**src/rtl/store_buffer_pkg.sv**
```systemverilog
// Shared types and helpers for the store buffer.
// Optional store-to-load forwarding is enabled with STORE_BUFFER_FORWARD_EN.
package store_buffer_pkg;

  // Access width encodings shared by CPU and memory sides
  localparam logic [1:0] W_BYTE = 2'b00;
  localparam logic [1:0] W_HALF = 2'b01;
  localparam logic [1:0] W_WORD = 2'b10;
  localparam logic [1:0] W_NONE = 2'b11;

  // One buffered store
  typedef struct packed {
    logic [31:0] addr;
    logic [31:0] data;
    logic [1:0]  width;
  } sb_entry_t;

  // Access size in bytes; W_NONE moves no bytes
  function automatic logic [2:0] size_from_width(input logic [1:0] w);
    logic [2:0] s;
    case (w)
      W_BYTE:  s = 3'd1;
      W_HALF:  s = 3'd2;
      W_WORD:  s = 3'd4;
      default: s = 3'd0;
    endcase
    return s;
  endfunction

  // Truncate buffered store data to the load width and extend it
  function automatic logic [31:0] extend_load(input logic [31:0] d, input logic [1:0] w,
                                              input logic sx);
    logic [31:0] r;
    case (w)
      W_BYTE:  r = sx ? {{24{d[7]}}, d[7:0]} : {24'd0, d[7:0]};
      W_HALF:  r = sx ? {{16{d[15]}}, d[15:0]} : {16'd0, d[15:0]};
      default: r = d;
    endcase
    return r;
  endfunction

endpackage

```
**src/rtl/store_buffer_overlap.sv**
```systemverilog
// sb_overlap: word-span overlap test between a load and one buffered store.
// With STORE_BUFFER_FORWARD_EN it is also one stage of an oldest-to-youngest
// priority chain, so the last stage carries the youngest overlapping entry.
module sb_overlap
  import store_buffer_pkg::*;
(
  input  logic        ent_valid_i,
  input  logic [31:0] ent_addr_i,
  input  logic [1:0]  ent_width_i,
  input  logic [31:0] ld_addr_i,
  input  logic [1:0]  ld_width_i,
`ifdef STORE_BUFFER_FORWARD_EN
  input  logic [31:0] ent_data_i,
  input  logic        prio_hit_i,
  input  logic        prio_exact_i,
  input  logic [31:0] prio_data_i,
  output logic        prio_hit_o,
  output logic        prio_exact_o,
  output logic [31:0] prio_data_o,
`endif
  output logic        hit_o
);

  logic [29:0] ent_first;
  logic [29:0] ent_last;
  logic [29:0] ld_first;
  logic [29:0] ld_last;

  // Word index of the last byte touched; a zero-size access is treated as one byte
  function automatic logic [29:0] last_word(input logic [31:0] a, input logic [1:0] w);
    logic [2:0]  s;
    logic [31:0] e;
    s = size_from_width(w);
    e = a + {29'd0, (s == 3'd0) ? 3'd0 : (s - 3'd1)};
    return e[31:2];
  endfunction

  // Spans are at most two adjacent words, so four endpoint compares cover every overlap
  always_comb begin
    ent_first = ent_addr_i[31:2];
    ent_last  = last_word(ent_addr_i, ent_width_i);
    ld_first  = ld_addr_i[31:2];
    ld_last   = last_word(ld_addr_i, ld_width_i);
    hit_o     = ent_valid_i &
                ((ent_first == ld_first) | (ent_first == ld_last) |
                 (ent_last  == ld_first) | (ent_last  == ld_last));
  end

`ifdef STORE_BUFFER_FORWARD_EN
  logic exact;

  // A younger hit overrides whatever older stages selected
  always_comb begin
    exact        = (ent_addr_i == ld_addr_i) & (ent_width_i == ld_width_i) &
                   (ent_width_i != W_NONE);
    prio_hit_o   = hit_o | prio_hit_i;
    prio_exact_o = hit_o ? exact : prio_exact_i;
    prio_data_o  = hit_o ? ent_data_i : prio_data_i;
  end
`endif

endmodule

```
**src/rtl/store_buffer.sv**
```systemverilog
// store_buffer: queues CPU stores and drains them to a single-port memory in
// cycles the port is not used by a load. Loads overlapping a queued store stall.
// Define STORE_BUFFER_FORWARD_EN to forward exact-match store data to loads.
module store_buffer
  import store_buffer_pkg::*;
#(
  parameter  int DEPTH = 4,
  localparam int PTR_W = $clog2(DEPTH)
) (
  input  logic        clk,
  input  logic        rst,
  input  logic        req_valid,
  input  logic        req_write,
  input  logic [31:0] req_addr,
  input  logic [31:0] req_data,
  input  logic [1:0]  req_width,
  input  logic        req_sign_extend,
  output logic        req_ready,
  output logic [31:0] rsp_data,
  input  logic        fence,
  output logic        empty,
  output logic [31:0] mem_addr,
  output logic [31:0] mem_data,
  output logic [1:0]  mem_width,
  output logic        mem_write,
  output logic        mem_sign_extend,
  input  logic [31:0] mem_result
);

  sb_entry_t        fifo_q [DEPTH];
  sb_entry_t        head_ent;
  logic [PTR_W:0]   head_q, head_d;
  logic [PTR_W:0]   tail_q, tail_d;
  logic [PTR_W:0]   count;
  logic             full;
  logic             empty_w;
  logic [DEPTH-1:0] hit_vec;
  logic             hazard;
  logic             fwd_ok;
  logic             is_load, is_store;
  logic             load_port, load_fwd;
  logic             drain, push;

  assign count    = tail_q - head_q;
  assign empty_w  = (head_q == tail_q);
  assign full     = (head_q[PTR_W] != tail_q[PTR_W]) &&
                    (head_q[PTR_W-1:0] == tail_q[PTR_W-1:0]);
  assign empty    = empty_w;
  assign head_ent = fifo_q[head_q[PTR_W-1:0]];
  assign hazard   = |hit_vec;

`ifdef STORE_BUFFER_FORWARD_EN
  logic [DEPTH:0] prio_hit;
  logic [DEPTH:0] prio_exact;
  logic [31:0]    prio_data [DEPTH+1];
  logic [31:0]    fwd_data;

  assign prio_hit[0]   = 1'b0;
  assign prio_exact[0] = 1'b0;
  assign prio_data[0]  = 32'd0;
  assign fwd_ok        = prio_hit[DEPTH] & prio_exact[DEPTH];
  assign fwd_data      = extend_load(prio_data[DEPTH], req_width, req_sign_extend);
`else
  assign fwd_ok = 1'b0;
`endif

  // Overlap checkers indexed by age: gi = 0 is the head (oldest) entry
  genvar gi;
  for (gi = 0; gi < DEPTH; gi++) begin : g_ent
    logic [PTR_W-1:0] slot;
    logic             valid;
    assign slot  = head_q[PTR_W-1:0] + PTR_W'(gi);
    assign valid = ((PTR_W+1)'(gi) < count);

    sb_overlap u_ovl (
      .ent_valid_i  (valid),
      .ent_addr_i   (fifo_q[slot].addr),
      .ent_width_i  (fifo_q[slot].width),
      .ld_addr_i    (req_addr),
      .ld_width_i   (req_width),
`ifdef STORE_BUFFER_FORWARD_EN
      .ent_data_i   (fifo_q[slot].data),
      .prio_hit_i   (prio_hit[gi]),
      .prio_exact_i (prio_exact[gi]),
      .prio_data_i  (prio_data[gi]),
      .prio_hit_o   (prio_hit[gi+1]),
      .prio_exact_o (prio_exact[gi+1]),
      .prio_data_o  (prio_data[gi+1]),
`endif
      .hit_o        (hit_vec[gi])
    );
  end

  // Arbitrate the single memory port between a bypassing load and the head drain
  always_comb begin
    is_load   = req_valid & ~req_write & ~fence;
    is_store  = req_valid &  req_write & ~fence;
    load_port = is_load & ~hazard;
    load_fwd  = is_load & hazard & fwd_ok;
    drain     = ~empty_w & ~load_port;
    push      = is_store & (req_width != W_NONE) & (~full | drain);
    req_ready = load_port | load_fwd |
                (is_store & ((req_width == W_NONE) | ~full | drain));
    head_d    = head_q + {{PTR_W{1'b0}}, drain};
    tail_d    = tail_q + {{PTR_W{1'b0}}, push};
  end

  // Drive the memory port and the load response
  always_comb begin
    mem_addr        = 32'd0;
    mem_data        = 32'd0;
    mem_width       = 2'b00;
    mem_write       = 1'b0;
    mem_sign_extend = 1'b0;
    rsp_data        = 32'd0;
    if (load_port) begin
      mem_addr        = req_addr;
      mem_width       = req_width;
      mem_sign_extend = req_sign_extend;
      rsp_data        = mem_result;
    end else if (drain) begin
      mem_addr  = head_ent.addr;
      mem_data  = head_ent.data;
      mem_width = head_ent.width;
      mem_write = 1'b1;
    end
`ifdef STORE_BUFFER_FORWARD_EN
    if (load_fwd) begin
      rsp_data = fwd_data;
    end
`endif
  end

  // Pointer registers; reset discards every pending store
  always_ff @(posedge clk or posedge rst) begin
    if (rst) begin
      head_q <= '0;
      tail_q <= '0;
    end else begin
      head_q <= head_d;
      tail_q <= tail_d;
    end
  end

  // Entry storage needs no reset: validity comes from the pointers alone
  always_ff @(posedge clk) begin
    if (push) begin
      fifo_q[tail_q[PTR_W-1:0]] <= '{addr: req_addr, data: req_data, width: req_width};
    end
  end

endmodule

```
**config.mk**
```make
export PLATFORM = sky130hd
export DESIGN_NAME = store_buffer
export DESIGN_NICKNAME = d
export VERILOG_FILES = /design/src/rtl/store_buffer_pkg.sv /design/src/rtl/store_buffer_overlap.sv /design/src/rtl/store_buffer.sv
export SDC_FILE = /design/constraint.sdc
export NUM_CORES = 1
export LEC_CHECK = 0
export CORE_MARGIN = 5
export CORE_UTILIZATION = 45
export CTS_CLUSTER_DIAMETER = 100
export CTS_CLUSTER_SIZE = 8
export DETAILED_ROUTE_END_ITERATION = 10
export PLACE_DENSITY = 0.68
export SYNTH_ARGS = -nofsm -noshare
export SYNTH_HDL_FRONTEND = slang
export SYNTH_HIERARCHICAL = 1
export SYNTH_SLANG_ARGS = --single-unit
```
**constraint.sdc**
```tcl
create_clock -name clk -period 18.2 [get_ports clk]
set_input_delay 4.55 -clock clk [delete_from_list [all_inputs] [get_ports clk]]
set_output_delay 4.55 -clock clk [all_outputs]
set_load 0.005 [all_outputs]
```
==> flow_metrics.tcl <==
set metrics [dict create \
    drt-total-wl_um 95400 \
    port_buffers 205 \
    initial_core_util_pct 45.6 \
    power.density_mw_per_mm2 156 \
    p_int_mw 2.32 \
    syn2layout_area_growth_pct 15.5 \
    rows 85 \
    cts_setup_buffers 0 \
    min_period_ns 16.20 \
    clkTransAtPathRegs_ns 0.05 \
    ys_seq_area_share_pct 32.7 \
    die_area_sq_mm 0.0597 \
    gp_congestion 1.05 \
    die_h_um 244 \
    cp_max_fo 97 \
    vias 22200 \
    worstSetupPathType "input pin to primary output" \
    grt_pass1_wl_um 139000 \
    arrival_ns 11.65 \
    synth_top_area_share_pct 32.1 \
    wl_met1_um 37400 \
    hold_violations 0 \
    drt_iter0_drc 2768 \
    grt_overflow 0 \
    worstHoldStart "tail_q[2]" \
    leakagePower_nw 9.12 \
    holdBufCountCts 0 \
    wl_per_cell_um 29.1 \
    cp-start-kind "input pin" \
    grt_max_degree 98 \
    synth_enable_flop_cells 264 \
    yosysTopAreaCell "edfxtp_1" \
    root_buffer "clkbuf_16" \
    status "finished, final reports clean" \
    tightestPinTransition_ns 1.18 \
    avgSynthCellArea_sq_um 10.3 \
    setup_viol 0 \
    hold_path.class "register to register" \
    switching_share_pct 47.9 \
    netlist_area_sq_mm 0.0247 \
    grt_pass1_vias 21300 \
    met2RoutedLength_um 43300 \
    fin_tns_setup_ns 0 \
    clock_latency_ns 0.54 \
    cts_tree "done" \
    synth_area_leaders "edfxtp_1 (32%), mux4_2 (15%), xnor2_1 (7.8%)" \
    drcViolationCount 0 \
    die_w_um 244 \
    r2r_start "head_q[0]" \
    synthArstFlopShare_pct 2.22 \
    via_per_inst 6.78 \
    fmax_mhz 61.7 \
    track_usage_pct 30.7 \
    cts_max_level 2 \
    synth.distinct_cells 68 \
    drtPass1Iterations 6 \
    skew_ns 0.0183 \
    hpwl_um 71600 \
    ir_drop_mv 0.115 \
    numClockSinks 270 \
    clock_power_share_pct 14.6 \
    maxSlewHeadroom_pct 20.7 \
    setup_ws_ns 2.00 \
    final_nets 2707 \
    ys_warn_count 6 \
    cp.required_ns 13.65 \
    p_switching_mw 2.13 \
    syn_inst 2400 \
    clk_path_buf_depth 3 \
    slew_violations 0 \
    layout-drive-gt1-share_pct 13.4 \
    rsz0062_at_grt "no" \
    ant_nets 0 \
    numCtsBuffers 39 \
    power_frac_comb_pct 68.3 \
    highest-signal-layer "met5" \
    cts_resized 0 \
    power_mw 4.45 \
    ys_ff_latch 270 \
    core_sq_mm 0.0541 \
    post-place-ws_ns 2.20 \
    synth_flop_cell "edfxtp_1" \
    met3_length_um 10200 \
    ios 206 \
    p_seq_share_pct 17.1 \
    antenna_found_initial 4 \
    finalCritPeriodShare_pct 89.0 \
    cp-end-kind "primary output" \
    critPathLaunch "req_width[0]" \
    max-cap-violations 0 \
]
[worst paths after layout]
check | endpoint | slack (ns) | cells past startpoint
min in group asynchronous | tail_q[2] | 4.34 | 2
worst max register to register | head_q[2] | 10.10 | 19
max in group asynchronous | head_q[1] | 13.63 | 2
worst min-delay path | tail_q[2] | 0.52 | 1
worst min register to register | tail_q[2] | 0.52 | 1
worst max-delay path | mem_addr[7] | 2.00 | 18
[per-stage QoR]
step | util [%] | area [sq um] | hold WS, ns | instances
2_1_floorplan | - | 24700 | 0.460 | 2404
3_3_place_gp | 50.7 | 27400 | 0.505 | 3226
3_5_place_dp | 50.7 | 27400 | 0.514 | 3226
4_1_cts | 52.6 | 28500 | 0.523 | 3277
5_1_grt | 52.7 | 28500 | 0.561 | 3278
6_report | 52.7 | 28500 | 0.517 | 3279
[synth_stat cells, types with 9 or more instances]
master and number:
a21o_1 9, inv_1 64, nand4b_1 24, nor2b_1 12, or2_2 28, nor3b_1 48, nor4_1 44, nor4b_1 20
nand4_1 100, edfxtp_1 264, mux4_2 168, a41oi_1 16, a211o_1 20, and2_1 57, nand2_1 170, nor2_1 131
xor2_1 159, ha_1 30, nand3_1 105, o21ai_0 103, and3_1 36, o2111a_1 12, o22ai_1 20, xnor2_1 221
mux2i_1 38, a211oi_1 20, nand2b_1 9, a21oi_1 40, a31oi_1 12, or3_1 16, nor3_1 92, and4_1 20
buf_2 56, or4_1 12, clkbuf_1 72, nand3b_1 9
[layer usage]
layer  GRT usage, %  up-vias
met4           12.0        2
li1               -     9648
met3           6.17      231
met1           41.5    11000
met5              0        -
met2           49.0     1397
[state kept, by name (all words and copies together) (netlist names)]
signal and flops:
fifo_q 264, tail_q 3, head_q 3
[cells in the final DEF (no fill, tap or decap), types with 16 or more instances in the layout]
cell and instances:
edfxtp_1 264, mux4_2 168, nand2_1 170, and2_1 57, ha_1 30, mux2i_1 38, xor2_1 158, o22ai_1 20
nor4_1 44, a21oi_1 40, and3_1 36, nor4b_1 20, clkdlybuf4s50_1 202, xnor2_1 221, clkbuf_16 40, nand3_1 105
nor2_1 130, or3_1 16, inv_1 64, and4_1 20, or2_2 28, a41oi_1 16, a211o_1 20, nor3_1 88
buf_4 59, o21ai_0 103, nor3b_1 48, nand4b_1 24, a211oi_1 20, nand4_1 100
[power by group through the flow]
stage / clock (mW) / sequential [mW] / combinational, mW
after floorplan: 0 / 0.745 / 1.97
after global placement: 0 / 0.768 / 2.96
after detailed placement: 0 / 0.772 / 2.96
after CTS: 0.659 / 0.761 / 2.98
after global routing: 0.686 / 0.767 / 3.21
final: 0.647 / 0.761 / 3.04
[final cells by class]
cell class,instances,area [sq um]
clock buffers,48,1030
repair buffers,265,2480
well taps,696,871
diodes,1,2.50
inverters,64,240
flip-flops and latches,270,8090
multi-input cells,1932,15800
clock inverters,3,28.8
fillers,4783,25600
[cells by family (layout without fill, tap and decap cells)]
logic type	count (synthesis)	count (layout)	synth area share [%]
simple gates	979	979	22.5
fa+ha+maj	31	31	1.60
buf+inv	202	380	3.63
compound gates	328	328	9.17
mux	206	206	16.9
xor+xnor	380	380	13.5
flops	270	270	32.7
other cells	4	9	0.0608
[critical path, stage by stage]
cell and delay, ns:
clkdlybuf4s50_1 1.08, inv_1 0.10, ha_1 0.23, ha_1 0.30, and4b_1 0.26, o2111a_1 0.47
nand3_1 0.28, nor3_1 0.57, or4_1 0.23, a211o_1 0.12, nor4_1 0.04, o31ai_1 0.29
o41ai_2 0.17, or4b_4 0.61, nor4_4 0.43, buf_4 0.84, mux2i_1 0.34, clkdlybuf4s50_1 0.57
(Power assumes the default switching activity.)
